`src/rtl/cond_logic.sv`:
```
// Execute-stage condition unit: decodes the condition field against the
// incoming NZCV flags and holds the architectural flag register.
module cond_logic (
    input  logic       CLK,
    input  logic       Reset,
    input  logic [3:0] CondE,
    input  logic [3:0] ALUFlags,
    input  logic [1:0] FlagWriteE,
    input  logic [3:0] FlagsE,
    output logic [3:0] Flags,
    output logic       CondExE
);

    localparam int unsigned FLAG_W = 4;
    localparam int unsigned HALF_W = FLAG_W / 2;

    logic              n_e;
    logic              z_e;
    logic              c_e;
    logic              v_e;
    logic              cond_ex_c;
    logic              wr_nz;
    logic              wr_cv;
    logic [HALF_W-1:0] nz_d;
    logic [HALF_W-1:0] cv_d;
    logic [FLAG_W-1:0] flags_d;
    logic [FLAG_W-1:0] flags_q;

    assign {n_e, z_e, c_e, v_e} = FlagsE;

    // Condition decode; undecoded or unknown codes fall to 0 via default.
    always_comb begin
        cond_ex_c = 1'b0;
        case (CondE)
            4'b0000: cond_ex_c = z_e;
            4'b0001: cond_ex_c = ~z_e;
            4'b0010: cond_ex_c = c_e;
            4'b0011: cond_ex_c = ~c_e;
            4'b0100: cond_ex_c = n_e;
            4'b0101: cond_ex_c = ~n_e;
            4'b0110: cond_ex_c = v_e;
            4'b0111: cond_ex_c = ~v_e;
            4'b1000: cond_ex_c = c_e & ~z_e;
            4'b1001: cond_ex_c = ~c_e | z_e;
            4'b1010: cond_ex_c = (n_e == v_e);
            4'b1011: cond_ex_c = (n_e != v_e);
            4'b1100: cond_ex_c = ~z_e & (n_e == v_e);
            4'b1101: cond_ex_c = z_e | (n_e != v_e);
            4'b1110: cond_ex_c = 1'b1;
            default: cond_ex_c = 1'b0;
        endcase
    end

    assign CondExE = cond_ex_c;

    // Each half of the register is written independently.
    always_comb begin
        wr_nz   = FlagWriteE[1] & cond_ex_c;
        wr_cv   = FlagWriteE[0] & cond_ex_c;
        nz_d    = wr_nz ? ALUFlags[3:2] : FlagsE[3:2];
        cv_d    = wr_cv ? ALUFlags[1:0] : FlagsE[1:0];
        flags_d = {nz_d, cv_d};
    end

    always_ff @(posedge CLK or posedge Reset) begin
        if (Reset) begin
            flags_q <= FLAG_W'(0);
        end else begin
            flags_q <= flags_d;
        end
    end

    assign Flags = flags_q;

endmodule

```
`config.mk`:
```
export PLATFORM = sky130hd
export DESIGN_NAME = cond_logic
export DESIGN_NICKNAME = d
export VERILOG_FILES = /design/src/rtl/cond_logic.sv
export SDC_FILE = /design/constraint.sdc
export NUM_CORES = 1
export LEC_CHECK = 0
export ABC_AREA = 1
export CAP_MARGIN = 20
export CORE_AREA = 2 2 39 41
export CTS_CLUSTER_SIZE = 30
export DETAILED_ROUTE_END_ITERATION = 6
export DIE_AREA = 0 0 41 43
export PLACE_DENSITY = 0.7
export SYNTH_ARGS = -nofsm -noshare
export SYNTH_HDL_FRONTEND = slang
export SYNTH_SLANG_ARGS = --single-unit
export TNS_END_PERCENT = 30
```
`constraint.sdc`:
```
create_clock -name CLK -period 1.2 [get_ports CLK]
set_input_delay 0.24 -clock CLK [delete_from_list [all_inputs] [get_ports CLK]]
set_output_delay 0.24 -clock CLK [all_outputs]
set_load 0.02 [all_outputs]
```
# == Yosys cells after proc, flatten, opt, wreduce, memory -nomap -nowiden ==
# Index checks and enable logic that the tools add are counted.
# totals
ram_bits,0
latchBits,0
wordCells,31
mem_bits_ro,0
in_bits,16
out_inout_bits,5
memories,0
register_bits,4
# classes
reduce_logical,1
n_bitwise,10
magnitude_cmp,0
mul,0
add_sub_neg,0
muxes,3
div,0
n_eq_ne,16
shifts,0
# ops
cell,count
== test 4 bit (second input constant),7
== test 4 x 3 -> 1 bit (second input constant),4
case mux 1 bit (15 select lines),1
== test 4 x 2 -> 1 bit (second input constant),2
bitwise AND 1 bit,4
== test 4 x 1 -> 1 bit (second input constant),1
zero test 4 bit,1
two-way mux 2 bit,2
inverter 1 bit,4
bitwise OR 1 bit,2
== test 1 bit,1
inequality test 1 bit,1

# == Longest topological paths before layout ==
# logic_depth
ltp_word,5
ltp_mapped,12
mapped_depth_nobuf,12

# == Worst setup path before layout ==
# OpenSTA, ideal clock, no wires.
# synth_path
kind,in2reg
startpoint,in FlagsE[3]
endpoint,reg flags_q[0] (netlist: Flags[0])
t_arrival_ps,993
slack_ps,91
stages,12
setup_ps,117
t_required_ps,1083
path_buffers,0
cell_sequence,inv_1 -> nand2_1 -> nand2_1 -> nand2_1 -> nand2_1 -> nand2_1 -> nand2_1 -> nor2_2 -> nand2_2 -> nand2_1 -> nand2_1 -> nand2_1
# synth_between
elab_chain_len,5
word_cells_on_any_way,8
cone_classes,eq/ne (2); mux (2); bitwise (4)
# synth_rtl
element,line,text
from (decl),9,"input logic [3:0] FlagsE,"
inequality test 1 bit / == test 1 bit (equally long branches),n/a,
bitwise OR 1 bit / bitwise AND 1 bit (equally long branches),"48, 47",
case mux 1 bit (15 select lines) *,34,case (CondE)
named net CondExE,11,output logic CondExE
bitwise AND 1 bit *,59,wr_cv = FlagWriteE[0] & cond_ex_c;
two-way mux 2 bit *,61,cv_d = wr_cv ? ALUFlags[1:0] : FlagsE[1:0];
named net cv_d[0],25,logic [HALF_W-1:0] cv_d;
to (signal assigned),69,flags_q <= flags_d;
to (decl),27,logic [FLAG_W-1:0] flags_q;
# The timed path passes the listed nets; every way through them passes the cells marked *.

# == Final worst setup path ==
# layout_path
startpoint,in FlagsE[0]
endpoint,out CondExE
# layout_between
elab_chain_len,3
word_cells_on_any_way,6
cone_classes,eq/ne (2); mux (1); bitwise (3)
# layout_rtl
element,line
inequality test 1 bit / == test 1 bit (equally long branches),n/a
bitwise OR 1 bit / bitwise AND 1 bit (equally long branches),"48, 47"
case mux 1 bit (15 select lines) *,34
to (decl),11
# Every way passes the cells marked *; elsewhere a longest branch is shown, timed or not.

==> results.md <==
- The flow ran to the end, but the final reports show violations.
- The checks that failed: negative setup slack.
- The fraction of final layout cells sized beyond drive strength 1 is roughly 45%.
- The largest individual stage delay along the critical path comes from the cell sky130_fd_sc_hd__buf_6.
- Derived from the worst setup path, the maximum achievable clock frequency is just under 0.8 GHz.
- Along the worst path, the maximum fanout reaches 3.
- The sequential element share of the synthesized area is between 20% and 30%.
- The maximum number of pins on one net before global-route repair is 7.
- The number of remaining DRC errors is 0.
- The synthesis-stage register bit count is 4.
- The worst setup margin is -67.9 ps.
- At the end of routability-driven placement, the weighted congestion stood at roughly 0.84.
- The TritonCTS clock tree is yes.
- The endpoint class of the critical path is an output pin.
- The cell leakage power is between 0.4 and 0.5 nW.
- The wire length of the first global-routing pass is 1.68 mm.
- Clock-pin slew was measured on the worst setup and hold paths at roughly 40 ps.
- Summed over all layers, the routed wires come to approximately 1.2 mm.
- Across the VDD grid, the largest voltage drop is 0.295 mV.
- In this run the worst hold path is classified as in -> async.
- The cell area after placement is roughly 620 um^2.
- Summed over all nets, the switching power comes to around 0.20 mW.
- The worst slack on hold paths is between 150 and 200 ps.
- The die covers 0.00176 mm^2.
- Setup violations remaining at the end of the flow were counted as 1.
- The top-level port count is 21.
- The y dimension of the die is 43 um.
- The routed length per placed instance is about 11 um.
- The number of buffers inserted by port buffering is 20.
- Subtracting the final worst setup slack from the clock period gives ~1300 ps.
- The sequential share of power is 25.4%.
- Of the total power, the clock network draws 27.1%.
- The post-synthesis net count is between 80 and 90.
- In this run the horizontal extent of the chip is between 40 and 50 um.
- For this design the ratio of total power to cell area is roughly 770 mW/mm^2.
- The per-cell via count in the routed design is ~4.6.
- The internal power of the cells is about 0.40 mW.
- The remaining max-slew budget at the tightest pin is 86.5%.
- The finished layout cell area is 779 um^2.
- The count of vias placed by the detailed router is 532.
- The largest single stage delay on the critical path is approximately 130 ps.
- Counting distinct cell types in the post-synthesis netlist gives 9.
- In this run the number of H-tree levels came out at 1.
- The relative area change from synthesis to final layout is 109%.
- The share of total power dissipated in combinational logic is between 40% and 50%.
- Setup repair after global routing could not meet its margin everywhere.
- The detailed router finished its first iteration with 5 violations.
- The critical path is of the in -> out type.
- The iteration count of the initial detailed-routing pass is 4.
- The number of max-cap violations is 0.
- Counting every instance in the synthesized netlist gives just over 70.
- The flip-flop count of the largest register, all copies and words added is 4.
- After layout, the design draws a total of around 0.60 mW.
- The cell family contributing the most delay on the critical path is simple AND/OR/NAND/NOR gates.
- STA classifies the critical path startpoint as a primary input.
- In this run the deepest clock path goes through 2 buffers.
- For the pin with the worst max-slew slack, the measured transition is just over 200 ps.
- In the global route stage, overall resource usage came out at ~14%.
- The total grt overflow is 0.
- During synthesis, Yosys emitted a total of 0 warnings.
- The tree is rooted in a sky130_fd_sc_hd__clkbuf_4.
- The number of hold buffers added after CTS was 0.
- For the worst setup path, the data required time is 960 ps.
- The detail route stage leaves a number of antenna-violating nets equal to 0.
- The count of inserted antenna diode cells is 0.
- The number of buffers and inverters on the critical path is 3.
- The critical path data arrival time is about 1000 ps.
- The initial antenna violation count is 0.
- Counting every sink on the clock net gives 4.
- The wire-length estimate of the detail-placed layout is just over 800 um.
- The count of nets after finishing is roughly 120.
- The via count of the first global-routing pass is about 470.
- The synthesized netlist occupies a cell area of between 300 and 400 um^2.
- The post-route core utilization is a little under three fifths.
- Of the available clock period, the critical path in the final layout requires 106%.
- The max-slew violation total from the final report came to 0.
- The core region is 0.00138 mm^2.
- The signal on the critical path passes through buf_6 > inv_4 > nand2_4 > nand2_4 > nand2_2 > nand3_1 > nand2_1 > nor2_2 > nand2_2 > buf_6.
- Once the floorplan was initialized, standard cells occupied a little over a quarter of the core.
- The average cell area after synthesis is 5.25 um^2.
- Net switching is between 30% and 40% of the power.
- The number of cell rows is 14.
- The CTS buffer count is 3.
- The final hold violation count is 0.
## area by class of cell
cell class / count / area (um^2)
Tap cell: 16 / 20.0
Clock buffer: 3 / 22.5
Sequential cell: 4 / 100
Inverter: 11 / 56.3
Fill cell: 135 / 604
Timing Repair Buffer: 26 / 267
Multi-Input combinational cell: 56 / 314
## cell usage in the layout (no fill, tap or decap)
| master | count |
|---|---|
| sky130_fd_sc_hd__nand2_2 | 8 |
| sky130_fd_sc_hd__inv_6 | 2 |
| sky130_fd_sc_hd__nor2_2 | 2 |
| sky130_fd_sc_hd__nand3_2 | 2 |
| sky130_fd_sc_hd__buf_2 | 2 |
| sky130_fd_sc_hd__inv_4 | 2 |
| sky130_fd_sc_hd__inv_2 | 3 |
| sky130_fd_sc_hd__nand2_4 | 3 |
| sky130_fd_sc_hd__buf_12 | 1 |
| sky130_fd_sc_hd__nand2_1 | 24 |
| sky130_fd_sc_hd__buf_8 | 2 |
| sky130_fd_sc_hd__inv_1 | 4 |
| sky130_fd_sc_hd__buf_6 | 7 |
| sky130_fd_sc_hd__a21oi_2 | 2 |
| sky130_fd_sc_hd__dfrtp_1 | 4 |
| sky130_fd_sc_hd__nand3_1 | 8 |
| sky130_fd_sc_hd__dlygate4sd2_1 | 4 |
| sky130_fd_sc_hd__nor2_1 | 3 |
| sky130_fd_sc_hd__nor3_1 | 1 |
| sky130_fd_sc_hd__clkbuf_4 | 3 |
| sky130_fd_sc_hd__buf_4 | 3 |
| sky130_fd_sc_hd__nor2_4 | 3 |
| sky130_fd_sc_hd__clkdlybuf4s50_1 | 7 |
## power groups by stage
stage	Sequential, mW	Clock (mW)	Combinational [mW]
after floorplan	0.177	0	0.0798
after global placement	0.155	0	0.224
after detailed placement	0.155	0	0.226
after CTS	0.153	0.176	0.218
after global routing	0.155	0.176	0.306
final	0.153	0.163	0.286
## synthesized netlist by cell type, drive strengths merged
cell type / number / share of area [%]
nand2: 35 / 36
inv: 11 / 11
nand3: 10 / 13
nor2: 8 / 8.7
dfrtp: 4 / 27
a21oi: 2 / 2.7
nor3: 1 / 1.3
## repair_timing
item / 4_1_cts / 5_1_grt
pin swaps: 4 / 11
gates resized for setup: 52 / 47
buffers inserted: 2 / 2
setup endpoints to repair: 9 / 5
## worst max-delay path by stage
stage / slack (ps) / depth (start not counted) / startpoint / endpoint
5_1_grt: -120 / 9 / FlagsE[1] / CondExE
3_5_place_dp: -1020 / 8 / CondE[2] / CondExE
4_1_cts: -120 / 11 / FlagsE[0] / CondExE
3_3_place_gp: -1060 / 8 / CondE[2] / CondExE
2_1_floorplan: 90 / 12 / FlagsE[3] / Flags[0]
6_report: -70 / 10 / FlagsE[0] / CondExE
## routing by layer
| layer | GRT usage (%) | vias to the layer above | wire [um] |
|---|---|---|---|
| met4 | 11.3 | 0 | 19 |
| met2 | 27.5 | 14 | 750 |
| met5 | 0 | - | 0 |
| li1 | - | 274 | - |
| met3 | 2.09 | 2 | 57 |
| met1 | 10.6 | 242 | 394 |
## stage by stage
step                TNS (ps)  std cells  setup WS [ps]
detailed placement     -3400        110          -1020
global placement       -3600        110          -1060
floorplan                  0         71           90.9
CTS                     -117        114           -117
finish                 -67.9        116          -67.9
global route            -124        116           -116
## logic make-up (layout without fill, tap and decap cells)
logic type      Yosys count  count (layout)  synth area share [%]
simple gates             54              54                  59.4
compound gates            2               2                  2.68
buf+inv                  11              40                  11.1
flops                     4               4                  26.8
Power figures use the tool's default switching activity.
==> RTL edit: new RTL, same settings <==
Add an input register stage for `FlagWriteE`, cleared by the reset; this delays it by one clock. The other inputs are not delayed to match.
--- a/src/rtl/cond_logic.sv
+++ b/src/rtl/cond_logic.sv
@@ -13,6 +13,16 @@
 
     localparam int unsigned FLAG_W = 4;
     localparam int unsigned HALF_W = FLAG_W / 2;
+
+    logic [1:0] FlagWriteE_q;
+
+    always_ff @(posedge CLK or posedge Reset) begin
+        if (Reset) begin
+            FlagWriteE_q <= '0;
+        end else begin
+            FlagWriteE_q <= FlagWriteE;
+        end
+    end
 
     logic              n_e;
     logic              z_e;
@@ -55,8 +65,8 @@
 
     // Each half of the register is written independently.
     always_comb begin
-        wr_nz   = FlagWriteE[1] & cond_ex_c;
-        wr_cv   = FlagWriteE[0] & cond_ex_c;
+        wr_nz   = FlagWriteE_q[1] & cond_ex_c;
+        wr_cv   = FlagWriteE_q[0] & cond_ex_c;
         nz_d    = wr_nz ? ALUFlags[3:2] : FlagsE[3:2];
         cv_d    = wr_cv ? ALUFlags[1:0] : FlagsE[1:0];
         flags_d = {nz_d, cv_d};
Behaviour: not the same (Yosys sat finds a counterexample within 4 cycles, from zero or initial values and one cycle with Reset high).
==> RTL edit against the original RTL <==
The flow still finishes with violations (setup timing). Setup slack worse by 0.052 ns. Sequential power is 48% higher. Sequential cell count is 2 higher. Power is 13% higher. Wire length is 4.8% lower. Design area is 3.9% higher. Synthesized area is 13% higher. Largest cell class unchanged.
==> RTL edit: results <==
export IMPL_finalSetupTns_ns=-0.1202
export IMPL_place_area_um2=695.7
export IMPL_synth_common_cells="34 x nand2_1, 11 x inv_1, 10 x nand3_1, 7 x nor2_1, 6 x dfrtp_1"
export IMPL_grt_usage_pct=13.86
export IMPL_hpwlAfterDp_um=866.7
export IMPL_synth_area_top_cells="dfrtp_1 36%, nand2_1 30%, nand3_1 12%, inv_1 9.8%, nor2_1 6.2%"
export IMPL_p_leak_nw=0.4343
export IMPL_crit_fanout=5
export IMPL_yosysSeqAreaShare_pct=35.50
export IMPL_hold_path_class="in -> async"
export IMPL_synth_fp_nets=89
export IMPL_htree_levels=1
export IMPL_drt_iter0_drc=11
export IMPL_wl_mm=1.162
export IMPL_globalplace_congestion=0.8669
export IMPL_via_per_inst=4.647
export IMPL_setup_ws_ns=-0.1202
export IMPL_peakVddDrop_mv=0.2468
export IMPL_layout_drive_gt1_share_pct=43.69
export IMPL_synthCells=73
export IMPL_grt_first_pass_wirelength_mm=1.683
export IMPL_grt_pass1_vias=467
export IMPL_async_flop_share_pct=100.0
export IMPL_cts_buffers_inserted=3
export IMPL_num_rows=14
export IMPL_tightest_slew_ns=0.2322
export IMPL_largest_register_ffs=4
export IMPL_fin_nets=121
export IMPL_p_int_mw=0.4624
export IMPL_postCtsSetupBuffers=0
export IMPL_first_pass_iters=3
export IMPL_violations="setup timing"
export IMPL_final_setup_viol_count=1
export IMPL_antenna_found_initial=0
export IMPL_via_count=553
export IMPL_status="finished, violations left"
-- RTL edit: critical path: stages --
cell and delay, ns:
buf_2 0.14, nand2_2 0.07, inv_2 0.05, nand2_1 0.06
nand2_1 0.05, nand2_1 0.06, nand3_1 0.08, nor2_1 0.14
nand2_2 0.07, buf_6 0.13
-- RTL edit: worst paths after layout --
path                                                start            endpoint  slack [ns]
worst max-delay path                             CondE[1]             CondExE       -0.12
worst min-delay path                                Reset  Flags[1]$_DFF_PP0_        0.21
worst max register to register  FlagWriteE_q[0]$_DFF_PP0_  Flags[0]$_DFF_PP0_        0.54
worst min register to register  FlagWriteE_q[1]$_DFF_PP0_  Flags[3]$_DFF_PP0_        0.53
max in group asynchronous                           Reset  Flags[2]$_DFF_PP0_        0.80
min in group CLK                                FlagsE[0]  Flags[0]$_DFF_PP0_        0.30
-- RTL edit: cells by family (layout without fill, tap and decap cells) --
group                  count (synthesis)  count (layout)  synth area share, %
buffers and inverters                 11              41                9.763
DFF                                    6               6                35.50
and+or+nand+nor                       54              54                52.37
AOI/OAI and AO/OA                      2               2                2.367
-- RTL edit: layout make-up --
type | count | area, um^2
clock buffer | 3 | 22.52
fill | 139 | 574.3
inverter | 11 | 51.30
multi-input combinational | 56 | 311.5
sequential | 6 | 150.1
tap | 16 | 20.02
timing repair buffer | 27 | 254.0
-- RTL edit: repair_timing --
action | 4_1_cts | 5_1_grt
pin swaps | 3 | 12
cloned | 0 | 0
gates resized for setup | 37 | 52
setup endpoints to repair | 9 | 5
-- RTL edit: routing by layer --
metal	vias to the layer above	part of all wire, %	global-route usage (%)
li1	285	-	-
met1	242	39	15.11
met2	21	51	22.81
met3	5	7.2	1.571
met4	0	3.0	10.00
met5	-	0	0
-- RTL edit: power groups by stage --
stage               sequential [mW]  combinational [mW]  clock [mW]
detailed placement            0.231               0.234           0
global route                  0.229               0.294       0.201
CTS                           0.227               0.223       0.194
global placement              0.230               0.232           0
finish                        0.227               0.266       0.186
floorplan                     0.251              0.0807           0
-- RTL edit: through the flow --
stage	hold WS, ns	worst slack [ns]
CTS	0.2096	-0.2033
global placement	0.4685	-0.9631
global route	0.2398	-0.1573
detailed placement	0.4731	-0.9809
finish	0.2056	-0.1202
floorplan	0.03096	0.09088
